<file path="config.mk">
export PLATFORM = sky130hd
export DESIGN_NAME = wb_write_arbiter
export DESIGN_NICKNAME = d
export VERILOG_FILES = /design/src/rtl/wb_write_arbiter_pkg.sv /design/src/rtl/wb_load_fifo.sv /design/src/rtl/wb_write_arbiter.sv
export SDC_FILE = /design/constraint.sdc
export NUM_CORES = 1
export LEC_CHECK = 0
export ABC_AREA = 1
export CORE_MARGIN = 3
export CORE_UTILIZATION = 59
export DETAILED_ROUTE_END_ITERATION = 16
export PLACE_DENSITY = 0.84
export SLEW_MARGIN = 20
export SYNTH_ARGS = -nofsm -noshare
export SYNTH_HDL_FRONTEND = slang
export SYNTH_SLANG_ARGS = --single-unit
</file>
<file path="constraint.sdc">
create_clock -name clk -period 5.5 [get_ports clk]
set_input_delay 1.1 -clock clk [delete_from_list [all_inputs] [get_ports clk]]
set_output_delay 1.1 -clock clk [all_outputs]
set_load 0.01 [all_outputs]
</file>
<file path="src/rtl/wb_write_arbiter_pkg.sv">
// Shared definitions for the writeback arbiter slice: register/data widths,
// the x0 address, load funct3 encodings and the load-return alignment helper.
package wb_write_arbiter_pkg;

   localparam int REG_ADDR_WIDTH = 5;
   localparam int DATA_WIDTH     = 32;

   localparam logic [REG_ADDR_WIDTH-1:0] REG_ZERO = '0;

   typedef enum logic [2:0] {
      F3_LB  = 3'b000,
      F3_LH  = 3'b001,
      F3_LW  = 3'b010,
      F3_LBU = 3'b100,
      F3_LHU = 3'b101
   } ld_funct3_e;

   // Shift the addressed byte/halfword down to bit 0, then extend.
   // LW and any unknown funct3 pass the raw word through unshifted.
   function automatic logic [DATA_WIDTH-1:0] load_align(
      input logic [DATA_WIDTH-1:0] raw,
      input logic [2:0]            funct3,
      input logic [1:0]            off
   );
      logic [DATA_WIDTH-1:0] shifted;
      shifted = raw >> {off, 3'b000};
      case (funct3)
         F3_LB:   load_align = {{24{shifted[7]}}, shifted[7:0]};
         F3_LBU:  load_align = {24'd0, shifted[7:0]};
         F3_LH:   load_align = {{16{shifted[15]}}, shifted[15:0]};
         F3_LHU:  load_align = {16'd0, shifted[15:0]};
         default: load_align = raw;
      endcase
   endfunction

endpackage

</file>
<file path="src/rtl/wb_load_fifo.sv">
// Ordered buffer of aligned load returns waiting for the register write port.
// Each entry carries valid and kill bits; the rd of every entry is compared
// against the two scoreboard queries and against the ALU write (WAW kill).
// Ports:
//   clk, rst            clock, synchronous active-high reset
//   push_en/rd/data     enqueue an aligned load at the tail
//   pop_en              retire the head (written or killed)
//   kill_en, kill_rd    mark every valid entry with rd==kill_rd as killed
//   q1_addr, q2_addr    scoreboard queries
//   empty, full         pointer-compare status
//   head_killed/rd/data head entry contents
//   q1_busy, q2_busy    a live (valid, not killed) entry targets the query
module wb_load_fifo
   import wb_write_arbiter_pkg::*;
#(
   parameter int DEPTH = 4
) (
   input  logic                      clk,
   input  logic                      rst,
   input  logic                      push_en,
   input  logic [REG_ADDR_WIDTH-1:0] push_rd,
   input  logic [DATA_WIDTH-1:0]     push_data,
   input  logic                      pop_en,
   input  logic                      kill_en,
   input  logic [REG_ADDR_WIDTH-1:0] kill_rd,
   input  logic [REG_ADDR_WIDTH-1:0] q1_addr,
   input  logic [REG_ADDR_WIDTH-1:0] q2_addr,
   output logic                      empty,
   output logic                      full,
   output logic                      head_killed,
   output logic [REG_ADDR_WIDTH-1:0] head_rd,
   output logic [DATA_WIDTH-1:0]     head_data,
   output logic                      q1_busy,
   output logic                      q2_busy
);

   localparam int IDX_W = $clog2(DEPTH);
   localparam int PTR_W = IDX_W + 1;

   // Pointers carry a wrap bit so full and empty are distinguishable.
   logic [PTR_W-1:0]          wr_ptr, rd_ptr;
   logic [IDX_W-1:0]          wr_idx, rd_idx;
   logic [REG_ADDR_WIDTH-1:0] rd_mem   [DEPTH];
   logic [DATA_WIDTH-1:0]     data_mem [DEPTH];
   logic [DEPTH-1:0]          valid_q, kill_q;

   assign wr_idx = wr_ptr[IDX_W-1:0];
   assign rd_idx = rd_ptr[IDX_W-1:0];

   assign empty = (wr_ptr == rd_ptr);
   assign full  = (wr_ptr[IDX_W] != rd_ptr[IDX_W]) && (wr_idx == rd_idx);

   assign head_killed = kill_q[rd_idx];
   assign head_rd     = rd_mem[rd_idx];
   assign head_data   = data_mem[rd_idx];

   // NOTE: payload storage has no reset; the valid bits and pointers alone
   // decide which entries mean anything, so stale contents are harmless.
   always_ff @(posedge clk) begin
      if (push_en) begin
         rd_mem[wr_idx]   <= push_rd;
         data_mem[wr_idx] <= push_data;
      end
   end

   // NOTE: sequential state uses non-blocking assignments so every reader
   // sees the pre-edge value regardless of block evaluation order.
   always_ff @(posedge clk) begin
      if (rst) begin
         wr_ptr  <= '0;
         rd_ptr  <= '0;
         valid_q <= '0;
         kill_q  <= '0;
      end else begin
         // Kill only existing entries; a same-cycle push is younger and is
         // written after this loop so it lands with kill cleared.
         if (kill_en) begin
            for (int i = 0; i < DEPTH; i++) begin
               if (valid_q[i] && (rd_mem[i] == kill_rd)) kill_q[i] <= 1'b1;
            end
         end
         if (pop_en) begin
            valid_q[rd_idx] <= 1'b0;
            rd_ptr          <= rd_ptr + PTR_W'(1);
         end
         if (push_en) begin
            valid_q[wr_idx] <= 1'b1;
            kill_q[wr_idx]  <= 1'b0;
            wr_ptr          <= wr_ptr + PTR_W'(1);
         end
      end
   end

   // NOTE: both outputs get a default before the loop so no latch is inferred.
   always_comb begin
      q1_busy = 1'b0;
      q2_busy = 1'b0;
      for (int i = 0; i < DEPTH; i++) begin
         if (valid_q[i] && !kill_q[i]) begin
            if (rd_mem[i] == q1_addr) q1_busy = 1'b1;
            if (rd_mem[i] == q2_addr) q2_busy = 1'b1;
         end
      end
      if (q1_addr == REG_ZERO) q1_busy = 1'b0;
      if (q2_addr == REG_ZERO) q2_busy = 1'b0;
   end

endmodule

</file>
<file path="src/rtl/wb_write_arbiter.sv">
// Register file write-port producer. Merges ALU results (highest priority)
// with aligned load returns (buffered in order) into one registered write,
// exposes a pending-load scoreboard and requests a bubble when loads starve.
// Ports:
//   clk, rst                      clock, synchronous active-high reset
//   alu_valid_i/rd_i/data_i       ALU writeback (always consumed)
//   ld_valid_i/ld_ready_o         load return handshake
//   ld_rd_i/funct3_i/off_i/data_i load destination, type, byte offset, raw word
//   rs1_addr_i/rs2_addr_i         scoreboard queries
//   rs1_busy_o/rs2_busy_o         query has a queued load write pending
//   alu_stall_o                   one-cycle bubble request
//   reg_wr_en_o/addr_o/data_o     registered register file write
module wb_write_arbiter
   import wb_write_arbiter_pkg::*;
#(
   parameter int LD_DEPTH     = 4,
   parameter int STARVE_LIMIT = 4
) (
   input  logic                      clk,
   input  logic                      rst,
   input  logic                      alu_valid_i,
   input  logic [REG_ADDR_WIDTH-1:0] alu_rd_i,
   input  logic [DATA_WIDTH-1:0]     alu_data_i,
   input  logic                      ld_valid_i,
   output logic                      ld_ready_o,
   input  logic [REG_ADDR_WIDTH-1:0] ld_rd_i,
   input  logic [2:0]                ld_funct3_i,
   input  logic [1:0]                ld_off_i,
   input  logic [DATA_WIDTH-1:0]     ld_data_i,
   input  logic [REG_ADDR_WIDTH-1:0] rs1_addr_i,
   input  logic [REG_ADDR_WIDTH-1:0] rs2_addr_i,
   output logic                      rs1_busy_o,
   output logic                      rs2_busy_o,
   output logic                      alu_stall_o,
   output logic                      reg_wr_en_o,
   output logic [REG_ADDR_WIDTH-1:0] reg_wr_addr_o,
   output logic [DATA_WIDTH-1:0]     reg_wr_data_o
);

   localparam int CNT_W = $clog2(STARVE_LIMIT + 1);

   logic                      fifo_empty, fifo_full;
   logic                      head_killed;
   logic [REG_ADDR_WIDTH-1:0] head_rd;
   logic [DATA_WIDTH-1:0]     head_data;
   logic                      ld_accept, ld_live;
   logic [DATA_WIDTH-1:0]     ld_aligned;
   logic                      bypass, push, pop, kill_en;
   logic                      sel_en;
   logic [REG_ADDR_WIDTH-1:0] sel_addr;
   logic [DATA_WIDTH-1:0]     sel_data;
   logic [CNT_W-1:0]          starve_cnt;

   // Full with a same-cycle pop still refuses: no slot reuse in one cycle.
   assign ld_ready_o = !fifo_full;
   assign ld_accept  = ld_valid_i && !fifo_full;
   // Loads to x0 are accepted and silently dropped.
   assign ld_live    = ld_accept && (ld_rd_i != REG_ZERO);
   assign ld_aligned = load_align(ld_data_i, ld_funct3_i, ld_off_i);
   assign kill_en    = alu_valid_i && (alu_rd_i != REG_ZERO);

   always_comb begin
      sel_en   = 1'b0;
      sel_addr = alu_rd_i;
      sel_data = alu_data_i;
      pop      = 1'b0;
      bypass   = 1'b0;
      if (alu_valid_i) begin
         sel_en = (alu_rd_i != REG_ZERO);
      end else if (!fifo_empty) begin
         pop      = 1'b1;
         sel_en   = !head_killed;
         sel_addr = head_rd;
         sel_data = head_data;
      end else if (ld_live) begin
         bypass   = 1'b1;
         sel_en   = 1'b1;
         sel_addr = ld_rd_i;
         sel_data = ld_aligned;
      end
      // A killed head needs no port slot, so it retires under an ALU write too.
      if (alu_valid_i && !fifo_empty && head_killed) pop = 1'b1;
   end

   assign push = ld_live && !bypass;

   wb_load_fifo #(
      .DEPTH (LD_DEPTH)
   ) u_fifo (
      .clk         (clk),
      .rst         (rst),
      .push_en     (push),
      .push_rd     (ld_rd_i),
      .push_data   (ld_aligned),
      .pop_en      (pop),
      .kill_en     (kill_en),
      .kill_rd     (alu_rd_i),
      .q1_addr     (rs1_addr_i),
      .q2_addr     (rs2_addr_i),
      .empty       (fifo_empty),
      .full        (fifo_full),
      .head_killed (head_killed),
      .head_rd     (head_rd),
      .head_data   (head_data),
      .q1_busy     (rs1_busy_o),
      .q2_busy     (rs2_busy_o)
   );

   always_ff @(posedge clk) begin
      if (rst) begin
         reg_wr_en_o   <= 1'b0;
         reg_wr_addr_o <= '0;
         reg_wr_data_o <= '0;
         alu_stall_o   <= 1'b0;
         starve_cnt    <= '0;
      end else begin
         reg_wr_en_o   <= sel_en;
         reg_wr_addr_o <= sel_addr;
         reg_wr_data_o <= sel_data;
         // Count ALU wins while loads wait; the limit-th win fires one
         // registered stall pulse and restarts the count.
         if (alu_valid_i && !fifo_empty) begin
            if (starve_cnt == CNT_W'(STARVE_LIMIT - 1)) begin
               alu_stall_o <= 1'b1;
               starve_cnt  <= '0;
            end else begin
               alu_stall_o <= 1'b0;
               starve_cnt  <= starve_cnt + CNT_W'(1);
            end
         end else begin
            alu_stall_o <= 1'b0;
            starve_cnt  <= '0;
         end
      end
   end

endmodule

</file>
# Word-level counts from Yosys, hierarchy flattened
# Memory sizes are Yosys's and may differ from the RTL's. A register that Yosys moved wholly into a read port is not among the register bits.
# Cells that the tools add are included.
# op_classes
addsub,3
multipliers,0
n_div,0
order_cmp,4
eq_ne,19
n_shift,1
mux,56
bitwise_logic,6
n_reduce_logical,32
# ops
operator,count
$pmux 32 s4,1
$mux 32,3
$eq 5x5->1,12
$mux 1,36
$shr 32x5->16,1
$mux 4,6
$logic_and 1x1->1,17
$mux 5,3
$logic_not 5->1,2
$reduce_bool 5->1,2
$add 3x1->3 const B,3
$and 4x4->4,2
$logic_not 1->1,8
$mux 2,4
$not 4->4,2
$eq 3x3->1 const B,2
$lt 2x3->1 const B,2
$demux 1 s2,2
$ge 2x1->1 const B,2
$or 4x4->4,1
$eq 3x1->1 const B,1
$eq 3x2->1 const B,1
$eq 3x3->1,1
$logic_not 3->1,1
6 further kinds,6
# totals
regBits,56
latchBits,0
mem_bits_rw,148
romBits,0
inputBits,93
output_inout_bits,42
wordCells,132
memories,2
# memory_table
memory,words,word_bits,rd,rd_clocked_by_memory_dff,write_ports,line_no,rtl
u_fifo.data_mem,4,32,1,1,1,wb_load_fifo.sv:44,logic [DATA_WIDTH-1:0] data_mem [DEPTH];
u_fifo.rd_mem,4,5,5,1,1,wb_load_fifo.sv:43,logic [REG_ADDR_WIDTH-1:0] rd_mem [DEPTH];

# Depth between registers and ports, before layout
# Gate-level depths: netlist of run 1.
# logic_depth
depth_word,12
ltp_mapped,12
ltp_nobuf,11

# Modules after synthesis
# Synthesis of run 1 repeated with hierarchy kept, for this count alone.
# unflattened
cells_unflattened,1229
area_unflattened_um2,10695.3
# by_module_without_submodules
mod,n_inst,cells_per_inst,area_each_um2
wb_load_fifo,1,697,7193.1
wb_write_arbiter,1,532,3502.1

# Least setup slack after synthesis of run 1
# No wires, ideal clock.
# synth_timing
kind,input-to-output
from,input port rs1_addr_i[2]
to,output port rs1_busy_o
arrival_ps,2074
t_required_ps,4400
setup_slack_ps,2326
path_stages,7
path_cell_list,clkbuf_1 > or2_2 > a21oi_1 > nand3_1 > o21ai_0 > nor2_1 > nor2_1
# synth_via
elab_chain_len,10
elab_cells_between_ends,14
cone_classes,eq/ne (4); mux (9); reduce/logical (1)
# synth_rtl
element,line_no,rtl
start: declaration,wb_write_arbiter.sv:30,"input logic [REG_ADDR_WIDTH-1:0] rs1_addr_i,"
$eq 5x5->1,wb_load_fifo.sv:100,if (rd_mem[i] == q1_addr) q1_busy = 1'b1;
$mux 1,wb_load_fifo.sv:100,
$mux 1,wb_load_fifo.sv:99,if (valid_q[i] && !kill_q[i]) begin
$mux 1,wb_load_fifo.sv:100,
$mux 1,wb_load_fifo.sv:99,
$mux 1,wb_load_fifo.sv:100,
$mux 1,wb_load_fifo.sv:99,
$mux 1,wb_load_fifo.sv:100,
$mux 1,wb_load_fifo.sv:99,
$mux 1 (*),wb_load_fifo.sv:104,if (q1_addr == REG_ZERO) q1_busy = 1'b0;
end: declaration,wb_write_arbiter.sv:32,"output logic rs1_busy_o,"
# Every way passes the cells marked *; elsewhere a longest branch is shown, timed or not.

# Final worst setup path of run 1
# Same ends and word-level chain as after synthesis.

==> summary.md, run 1 <==
| Metric | Value |
|---|---|
| Worst Setup Start Kind | primary input |
| Floorplan row count | 48 |
| Mapped Cells | 1313 |
| RSZ-0062 raised after global routing | false |
| Req. time, crit path | 4400 ps |
| Setup violators final | 0 |
| Post-CTS Resized | 0 |
| Total gr overflow | 0 |
| CTS Sinks | 206 |
| Core area | 0.0175 mm^2 |
| Total of max-cap violations | 0 |
| Die Y | 140 um |
| Sw Share | 35.9% |
| Reg area | 0.00561 mm^2 |
| Clock Path Buffers | 3 |
| # diodes | 0 |
| Largest net degree at the start of global routing | 104 |
| Crit Path Class | primary input to output pin |
| I/O pin count | 135 |
| Worst hold path class | flop to flop |
| Slew Limit Fails | 0 |
| Filler cell count | 1257 |
| WL final | 30.4 mm |
| Antenna viol nets, final | 0 |
| Htree depth | 1 |
| Fin Hold WS | 425 ps |
| CP Max Fanout | 8 |
| Syn avg cell area | 8.11 um^2 |
| Logic gate share of total power | 33.5% |
| Hold_buf cts | 0 |
| Via count | 9632 |
| Worst-skew pair later-pin latency | 500 ps |
| Most frequent cells in the layout | nand2_1 (332), nor2_1 (166), inv_1 (165), edfxtp_1 (148), clkdlybuf4s50_1 (134) |
| Synth Net Count | 1416 |
| Count of different cell masters after synthesis | 37 |
| Max IR drop VDD | 308 uV |
| Seq cells post-synth | 206 |
| Sw power | 1.91 mW |
| P&R area growth vs syn | 20.1% |
| Fin crit share | 76.3% |
| Detailed Place HPWL | 19.4 mm |
| Starting Density | 60.9% |
| CTS tree | yes |
| Port Buffers | 134 |
| Die span in x | 140 um |
| Sequential area share after synthesis | 52.7% |
| Top_reg_cell synth | edfxtp_1 |
| Drt drc | 0 |
| Post-synth EDFFs | 148 |
| Gpl congestion | 0.976 |
| Pint | 3.41 mW |
| Final Critical Period | 4190 ps |
| Clock group share of total power | 27.2% |
| Leakage | 5.54 nW |
| FF-to-FF path depth | 8 |
| Critical path arrival | 3090 ps |
| Asr flop ratio synth | 0% |
| Fin Setup TNS | 0 ps |
| Root Driver | clkbuf_16 |
| Die footprint | 0.0197 mm^2 |
| Initial antenna violation count | 1 |
| Post-Syn Area | 0.0106 mm^2 |
| YS warnings | 0 |
| Clock transition at path regs | 60 ps |
| DR iter-0 viols | 1177 |
| Num CTS Buffers | 22 |
| Vias per inst | 5.81 |
| First-pass GRT wire length | 47.9 mm |
| Tot GR Track Use | 30.4% |
| CP Capture Type | output pin |
| Clk_skew | 12.2 ps |
| Vias in the first global route | 9137 |
| Post-CTS setup buffers | 0 |
| Max-slew headroom | 33.9% |
| Status | completed |
| Initial DRT Pass Iterations | 6 |
| Hold Path Stages | 1 |
| Routed len/inst | 18.3 um |
| Max Fclk | 238 MHz |
| Final Hold Viols | 0 |
| Commonest non-fill, non-tap cell in the layout | nand2_1 |
| Area of the multi-input gates | 0.00408 mm^2 |
| Sequential Power Share | 39.3% |
| Layout Nets | 1521 |
| Actual slew at the worst max-slew pin | 992 ps |
| Fraction of layout cells with a size suffix above 1 | 5.16% |
| Pwr Density | 416 mW/mm^2 |
## registers in the layout, indices dropped and copies added (netlist names), named ones only
| signal | flops |
|---|---|
| starve_cnt | 3 |
| reg_wr_addr_o | 5 |
| u_fifo.rd_mem | 20 |
| reg_wr_en_o | 1 |
| u_fifo.data_mem | 128 |
| u_fifo.valid_q | 4 |
| u_fifo.rd_ptr | 3 |
| reg_wr_data_o | 32 |
| u_fifo.wr_ptr | 3 |
| alu_stall_o | 1 |
| u_fifo.kill_q | 4 |
## stage by stage
stage	worst slack, ps	total power [mW]	area, um^2	util (%)	cells
after floorplan	2330	3.23	10600	-	1313
after global placement	1270	3.80	12100	69.1	1619
after detailed placement	1280	3.85	12100	69.1	1619
after CTS	1280	5.30	12800	73.1	1659
after global routing	1190	5.59	12800	73.1	1659
final	1310	5.31	12800	73.1	1659
## cell type report
cell class                      count  share of cell area, %
Multi-Input combinational cell    869                   31.9
Tap cell                          225                   2.20
Clock inverter                      9                  0.587
Clock buffer                       31                   4.97
Sequential cell                   206                   43.9
Timing Repair Buffer              147                   11.4
Inverter                          172                   5.07
## kinds of logic (layout without fill, tap and decap cells)
group / count (synthesis) / count (layout) / synth area share (%)
AOI/OAI and AO/OA: 187 / 187 / 9.49
xor gates and xnor gates: 27 / 27 / 2.29
adders and majority gates: 10 / 10 / 1.18
buffers and inverters: 238 / 359 / 8.98
DFF: 206 / 206 / 52.7
and+or+nand+nor: 645 / 645 / 25.4
## Yosys cell counts, types with 9 or more instances
cell / instances / share of area [%]
o22ai_1: 20 / 1.2
nand2_1: 332 / 12
o21ai_0: 81 / 3.8
ha_1: 10 / 1.2
clkbuf_1: 38 / 1.3
inv_1: 166 / 5.9
or2_2: 10 / 0.59
dfxtp_1: 58 / 11
nand4_1: 12 / 0.71
buf_2: 18 / 0.85
nor2_1: 166 / 5.9
a21oi_1: 64 / 3.0
xor2_1: 17 / 1.4
xnor2_1: 9 / 0.74
o211ai_1: 16 / 1.1
nand3_1: 99 / 4.7
nor3_1: 12 / 0.56
edfxtp_1: 148 / 42
## layer usage
layer	part of all wire, %	track usage, %	wire (um)	up-vias
met5	0.023	0	7	-
met4	3.8	12.6	1170	2
met3	11	4.13	3280	97
met2	47	49.4	14200	600
li1	-	-	-	4479
met1	39	41.5	11700	4454
## power groups by stage
stage | Clock [mW] | Combinational [mW] | Sequential [mW]
5_1_grt | 1.52 | 1.97 | 2.11
6_report | 1.45 | 1.78 | 2.09
4_1_cts | 1.45 | 1.77 | 2.08
3_5_place_dp | 0 | 1.74 | 2.11
2_1_floorplan | 0 | 1.16 | 2.07
3_3_place_gp | 0 | 1.69 | 2.10
## worst max-delay path: stages
cell	delay (ps)
clkdlybuf4s50_1	550
or2_2	340
a21oi_1	150
nand3_1	70
o21ai_0	190
nor2_1	60
nor2_1	90
clkdlybuf4s50_1	540
## final timing paths
| kind | startpoint | end | slack [ps] |
|---|---|---|---|
| max | rs1_addr_i[2] | rs1_busy_o | 1310 |
| min | starve_cnt[0]$_SDFF_PP0_ | starve_cnt[0]$_SDFF_PP0_ | 420 |
| max reg2reg | u_fifo.rd_ptr[0]$_SDFFE_PP0N_ | reg_wr_data_o[18]$_SDFF_PP0_ | 2240 |
| min reg2reg | starve_cnt[0]$_SDFF_PP0_ | starve_cnt[0]$_SDFF_PP0_ | 420 |
Power figures use the tool's default switching activity.
==> run 2: changes to the inputs <==
--- a/config.mk
+++ b/config.mk
@@ -7,9 +7,9 @@
 export LEC_CHECK = 0
 export ABC_AREA = 1
 export CORE_MARGIN = 3
-export CORE_UTILIZATION = 59
+export CORE_UTILIZATION = 51
 export DETAILED_ROUTE_END_ITERATION = 16
-export PLACE_DENSITY = 0.84
+export PLACE_DENSITY = 0.77
 export SLEW_MARGIN = 20
 export SYNTH_ARGS = -nofsm -noshare
 export SYNTH_HDL_FRONTEND = slang
==> constraint.sdc (replaced) <==
create_clock -name clk -period 3.8 [get_ports clk]
set_input_delay 0.76 -clock clk [delete_from_list [all_inputs] [get_ports clk]]
set_output_delay 0.76 -clock clk [all_outputs]
set_load 0.01 [all_outputs]
==> summary.md, run 2 (synthesis gave the netlist of run 1 again) <==
| Metric | Value |
|---|---|
| Max-slew headroom | 30.4% (-3.4 points) |
| FF-to-FF path depth | 9 (+1) |
| Total of max-cap violations | 0 (unchanged) |
| Sw Share | 36.1% (+0.19 points) |
| Pwr Density | 587 mW/mm^2 (+41%) |
| Root Driver | clkbuf_16 |
| WL final | 30.0 mm (-1.2%) |
| Filler cell count | 1713 (+36%) |
| Starting Density | 52.3% (-8.6 points) |
| FF-to-FF setup slack | 1330 ps (-910 ps) |
| Crit-path cells | clkdlybuf4s50_1 > or2_2 > a21oi_1 > nand3_1 > o21ai_0 > nor2_1 > nor2_1 > clkdlybuf4s50_1 |
| Die Y | 150 um (+7.2%) |
| Routed len/inst | 17.5 um (-4.1%) |
| Sw power | 2.72 mW (+43%) |
| Hold_buf cts | 0 (unchanged) |
| RR Endpoint | u_fifo.data_mem[2][24]$_DFFE_PP_ |
| Commonest non-fill, non-tap cell in the layout | nand2_1 |
| Worst hold start | starve_cnt[0]$_SDFF_PP0_ |
| # diodes | 0 (unchanged) |
| Critical path arrival | 2690 ps (-400 ps) |
| Post-CTS Resized | 0 (unchanged) |
| Hold Path Stages | 1 (unchanged) |
| Reg2reg start | u_fifo.rd_ptr[1]$_SDFFE_PP0N_ |
| Final Hold Viols | 0 (unchanged) |
| Clk_skew | 10.2 ps (-2.02 ps) |
| Detailed Place HPWL | 19.6 mm (+1.4%) |
| Drt drc | 0 (unchanged) |
| Fin Setup TNS | 0 ps (unchanged) |
| Pint | 4.82 mW (+42%) |
| Leakage | 5.55 nW (+0.31%) |
| Hold Path End | starve_cnt[0]$_SDFF_PP0_ |
| Floorplan row count | 52 (+8.3%) |
| Actual slew at the worst max-slew pin | 1040 ps (+51.5 ps) |
| Largest net degree at the start of global routing | 104 (unchanged) |
| First-pass GRT wire length | 46.5 mm (-2.9%) |
| Worst Setup Start Kind | primary input |
| Num CTS Buffers | 21 (-4.5%) |
| I/O pin count | 135 (unchanged) |
| CP max stage delay | 540 ps (about the same) |
| Largest registers | u_fifo.data_mem (128), reg_wr_data_o (32), u_fifo.rd_mem (20) |
| Vias in the first global route | 8851 (-3.1%) |
| Clock group share of total power | 25.6% (-1.6 points) |
| Post-route cell area | 0.0129 mm^2 (+0.64%) |
| Htree depth | 1 (unchanged) |
| CP Capture Type | output pin |
| Total gr overflow | 0 (unchanged) |
| Layout Nets | 1528 (+0.46%) |
| Largest Register | u_fifo.data_mem |
| Fraction of layout cells with a size suffix above 1 | 5.49% (+0.33 points) |
| Core area | 0.0204 mm^2 (+17%) |
| Die footprint | 0.0226 mm^2 (+15%) |
| Tot GR Track Use | 26.2% (-4.2 points) |
| Clock transition at path regs | 60 ps (about the same) |
| Initial DRT Pass Iterations | 6 (unchanged) |
| Crit path max-delay family | buffers and inverters |
| P&R area growth vs syn | 20.9% |
| Req. time, crit path | 3040 ps (-1360 ps) |
| Via count | 9449 (-1.9%) |
| Worst hold path class | flop to flop |
| Status | completed |
| Logic gate share of total power | 35.4% (+1.9 points) |
| Gpl congestion | 0.944 (-3.2%) |
| Crit Path Class | primary input to output pin |
| Post-CTS setup buffers | 0 (unchanged) |
| Clock Path Buffers | 3 (unchanged) |
| Final Critical Period | 3450 ps |
| Max IR drop VDD | 341 uV (+11%) |
| CTS Sinks | 206 (unchanged) |
| Max stage delay cell, worst path | clkdlybuf4s50_1 |
| CP Max Fanout | 8 (unchanged) |
| Slew Limit Fails | 0 (unchanged) |
| Initial antenna violation count | 0 (-1) |
| Worst-skew pair later-pin latency | 490 ps (about the same) |
| Setup violators final | 0 (unchanged) |
| Most frequent cells in the layout | nand2_1 (332), inv_1 (166), nor2_1 (166), edfxtp_1 (148), clkdlybuf4s50_1 (134) |
| RSZ-0062 raised after global routing | false |
| Area after DPL | 0.0122 mm^2 (+1.3%) |
| Max Fclk | 290 MHz |
| Port Buffers | 134 (unchanged) |
| Bufs and invs on worst path | 2 (unchanged) |
| Max reg flops | 128 (unchanged) |
| Die span in x | 150 um (+7.2%) |
| Fin crit share | 90.7% |
| Sequential Power Share | 39.0% (-0.3 points) |
| Antenna viol nets, final | 0 (unchanged) |
| DR iter-0 viols | 892 (-24%) |
| CTS tree | yes |
| Vias per inst | 5.53 (-4.8%) |
[run 2: worst max path at each step]
stage                  start                               to  slack, ps  cells past startpoint
3_5_place_dp   rs1_addr_i[2]                       rs1_busy_o        350                      8
4_1_cts        rs1_addr_i[2]                       rs1_busy_o        350                      8
6_report       rs1_addr_i[2]                       rs1_busy_o        350                      8
3_3_place_gp   rs1_addr_i[2]                       rs1_busy_o        360                      8
5_1_grt        rs1_addr_i[2]                       rs1_busy_o        170                      8
2_1_floorplan     ld_rd_i[3]  u_fifo.data_mem[3][0]$_DFFE_PP_       1270                      6
[run 2: power by group through the flow]
stage / logic, mW / registers, mW / clock network [mW]
detailed placement: 2.62 / 2.98 / 0
global route: 2.96 / 2.97 / 2.02
floorplan: 1.68 / 2.99 / 0
CTS: 2.64 / 2.94 / 1.95
global placement: 2.58 / 2.97 / 0
finish: 2.67 / 2.94 / 1.93
[run 2: final cells by class]
type / instances / area, um^2 / share of cell area, %
multi-input combinational: 869 / 4080 / 31.7
tap: 270 / 338 / 2.63
inverter: 172 / 648 / 5.04
clock buffer: 29 / 596 / 4.63
sequential: 206 / 5610 / 43.6
timing repair buffer: 155 / 1550 / 12.0
clock inverter: 8 / 43.8 / 0.340
[run 2: layer usage]
layer	GRT usage (%)	vias up	wire length [um]
met5	0	-	0
met4	9.61	0	948
met3	3.49	71	2700
met2	42.2	515	13700
met1	36.5	4373	12600
li1	-	4490	-
[run 2: through the flow]
stage | util, % | worst slack (ps) | hold WS, ps | power, mW | std cells
after floorplan | - | 1270 | 399 | 4.67 | 1313
after global placement | 60.0 | 364 | 412 | 5.55 | 1672
after detailed placement | 60.0 | 351 | 428 | 5.60 | 1672
after CTS | 63.2 | 354 | 437 | 7.53 | 1709
after global routing | 63.2 | 174 | 451 | 7.95 | 1709
final | 63.2 | 354 | 429 | 7.55 | 1709
==> run 3: changes to the inputs <==
--- a/config.mk
+++ b/config.mk
@@ -6,11 +6,12 @@
 export NUM_CORES = 1
 export LEC_CHECK = 0
 export ABC_AREA = 1
+export CELL_PAD_IN_SITES_DETAIL_PLACEMENT = 0
+export CELL_PAD_IN_SITES_GLOBAL_PLACEMENT = 1
 export CORE_MARGIN = 3
-export CORE_UTILIZATION = 51
+export CORE_UTILIZATION = 38
 export DETAILED_ROUTE_END_ITERATION = 16
-export PLACE_DENSITY = 0.77
-export SLEW_MARGIN = 20
+export PLACE_DENSITY_LB_ADDON = 0.1
 export SYNTH_ARGS = -nofsm -noshare
 export SYNTH_HDL_FRONTEND = slang
 export SYNTH_SLANG_ARGS = --single-unit
==> summary.md, run 3 (synthesis gave the netlist of run 1 again) <==
| Metric | Value |
|---|---|
| Fraction of layout cells with a size suffix above 1 | 6.48% (+0.99 points) |
| Util after Layout | 48.4% (-15 points) |
| Die span in x | 173 um (+15%) |
| P&R area growth vs syn | 24.0% |
| Actual slew at the worst max-slew pin | 959 ps (-84.6 ps) |
| Max reg flops | 128 (unchanged) |
| Detailed Place HPWL | 21.9 mm (+11%) |
| Commonest non-fill, non-tap cell in the layout | nand2_1 |
| FF-to-FF setup slack | 1240 ps (-90 ps) |
| Die footprint | 0.0301 mm^2 (+33%) |
| Worst Setup SP | rs1_addr_i[1] |
| Vias per inst | 5.00 (-9.5%) |
| Worst hold start | starve_cnt[0]$_SDFF_PP0_ |
| Drt drc | 0 (unchanged) |
| Initial DRT Pass Iterations | 7 (+1) |
| Largest net degree at the start of global routing | 59 (-43%) |
| Crit Path Class | primary input to output pin |
| Reg2reg start | u_fifo.rd_ptr[0]$_SDFFE_PP0N_ |
| Clk_skew | 7.49 ps (-2.67 ps) |
| Tot GR Track Use | 21.6% (-4.7 points) |
| Vias in the first global route | 8805 (-0.52%) |
| Status | completed |
| CP Capture Type | output pin |
| Via count | 9122 (-3.5%) |
| FF-to-FF path depth | 8 (-1) |
| DR iter-0 viols | 752 (-16%) |
| Slew Limit Fails | 0 (unchanged) |
| Final Critical Period | 3390 ps (-55.0 ps) |
| RR Endpoint | reg_wr_data_o[21]$_SDFF_PP0_ |
| Fin Hold WS | 427 ps (-2.00 ps) |
| Setup violators final | 0 (unchanged) |
| Core area | 0.0273 mm^2 (+34%) |
| CP Max Fanout | 7 (-1) |
| Antenna viol nets, final | 0 (unchanged) |
| Starting Density | 39.1% (-13 points) |
| Total gr overflow | 0 (unchanged) |
| Gpl congestion | 0.875 (-7.4%) |
| Routed len/inst | 18.0 um (+2.9%) |
| First-pass GRT wire length | 50.9 mm (+9.4%) |
| Most frequent cells in the layout | nand2_1 (332), nor2_1 (166), inv_1 (165), edfxtp_1 (148), clkdlybuf4s50_1 (133) |
| Critical path arrival | 2630 ps (-60 ps) |
| CTS tree | yes |
| Largest registers | u_fifo.data_mem (128), reg_wr_data_o (32), u_fifo.rd_mem (20) |
| Leakage | 5.67 nW (+2.1%) |
| CTS Sinks | 206 (unchanged) |
| Fin Setup TNS | 0 ps (unchanged) |
| Worst Setup Start Kind | primary input |
| RSZ-0062 raised after global routing | false |
| Req. time, crit path | 3040 ps (about the same) |
| Htree depth | 1 (unchanged) |
| Hold_buf cts | 0 (unchanged) |
| Pwr Density | 611 mW/mm^2 (+4.2%) |
| Layout Nets | 1537 (+0.59%) |
| Clock Path Buffers | 3 (unchanged) |
| Largest Register | u_fifo.data_mem |
| Root Driver | clkbuf_16 |
| Die Y | 173 um (+15%) |
| Floorplan row count | 60 (+15%) |
| I/O pin count | 135 (unchanged) |
| CP Capture Point | rs1_busy_o |
| Final Hold Viols | 0 (unchanged) |
| Clock transition at path regs | 60 ps (about the same) |
| Worst-skew pair later-pin latency | 520 ps (+30 ps) |
| Total of max-cap violations | 0 (unchanged) |
| WL final | 32.9 mm (+9.8%) |
| Max IR drop VDD | 333 uV (-2.4%) |
| Fin crit share | 89.2% (-1.4 points) |
| Max Fclk | 295 MHz (+1.6%) |
| Post-CTS setup buffers | 0 (unchanged) |
| Num CTS Buffers | 24 (+14%) |
| Post-CTS Resized | 0 (unchanged) |
| Port Buffers | 134 (unchanged) |
| Worst hold path class | flop to flop |
| Filler cell count | 2682 (+57%) |
| Max-slew headroom | 36.0% (+5.5 points) |
| Initial antenna violation count | 2 (+2) |
==> run 3: cell type report <==
class / count / area [um^2] / share of cell area, %
Multi-Input combinational cell: 869 / 4080 / 30.9
Clock inverter: 15 / 204 / 1.55
Clock buffer: 28 / 637 / 4.83
Inverter: 172 / 648 / 4.91
Tap cell: 372 / 465 / 3.53
Timing Repair Buffer: 161 / 1550 / 11.8
Antenna cell: 1 / 2.50 / 0.0190
Sequential cell: 206 / 5610 / 42.5
==> run 3: routing by layer <==
layer | wire (um) | vias up | global-route usage [%]
met3 | 1770 | 55 | 2.87
li1 | - | 4515 | -
met4 | 797 | 0 | 5.51
met1 | 15400 | 4257 | 30.6
met5 | 0 | - | 0
met2 | 15000 | 295 | 35.0
==> run 3: how the worst min path moves through the flow <==
stage | to | cells after the start | slack (ps)
after floorplan | starve_cnt[0]$_SDFF_PP0_ | 1 | 400
after global placement | starve_cnt[0]$_SDFF_PP0_ | 1 | 410
after detailed placement | starve_cnt[0]$_SDFF_PP0_ | 1 | 420
after CTS | starve_cnt[0]$_SDFF_PP0_ | 1 | 430
after global routing | starve_cnt[0]$_SDFF_PP0_ | 1 | 450
final | starve_cnt[0]$_SDFF_PP0_ | 1 | 430
==> run 3: through the flow <==
step | std cells | power, mW | instance area, um^2 | setup WS (ps)
5_1_grt | 1823 | 8.59 | 13200 | 142
3_5_place_dp | 1780 | 5.68 | 12400 | 406
3_3_place_gp | 1780 | 5.67 | 12400 | 394
6_report | 1824 | 8.07 | 13200 | 409
4_1_cts | 1823 | 8.15 | 13200 | 396
2_1_floorplan | 1313 | 4.67 | 10600 | 1270
==> run 3: critical path, stage by stage <==
cell,delay (ps)
clkdlybuf4s50_1,510
inv_1,130
nand2_1,70
o21ai_0,80
a21oi_1,120
nand3_1,70
o21ai_0,190
nor2_1,60
nor2_1,90
clkdlybuf4s50_1,540
==> run 3: report_power, final <==
group	switching [mW]	total [mW]	leakage, nW	internal [mW]
Clock	0.914	2.45	0.414	1.54
Combinational	1.75	2.68	3.42	0.930
Sequential	0.157	2.94	1.84	2.79
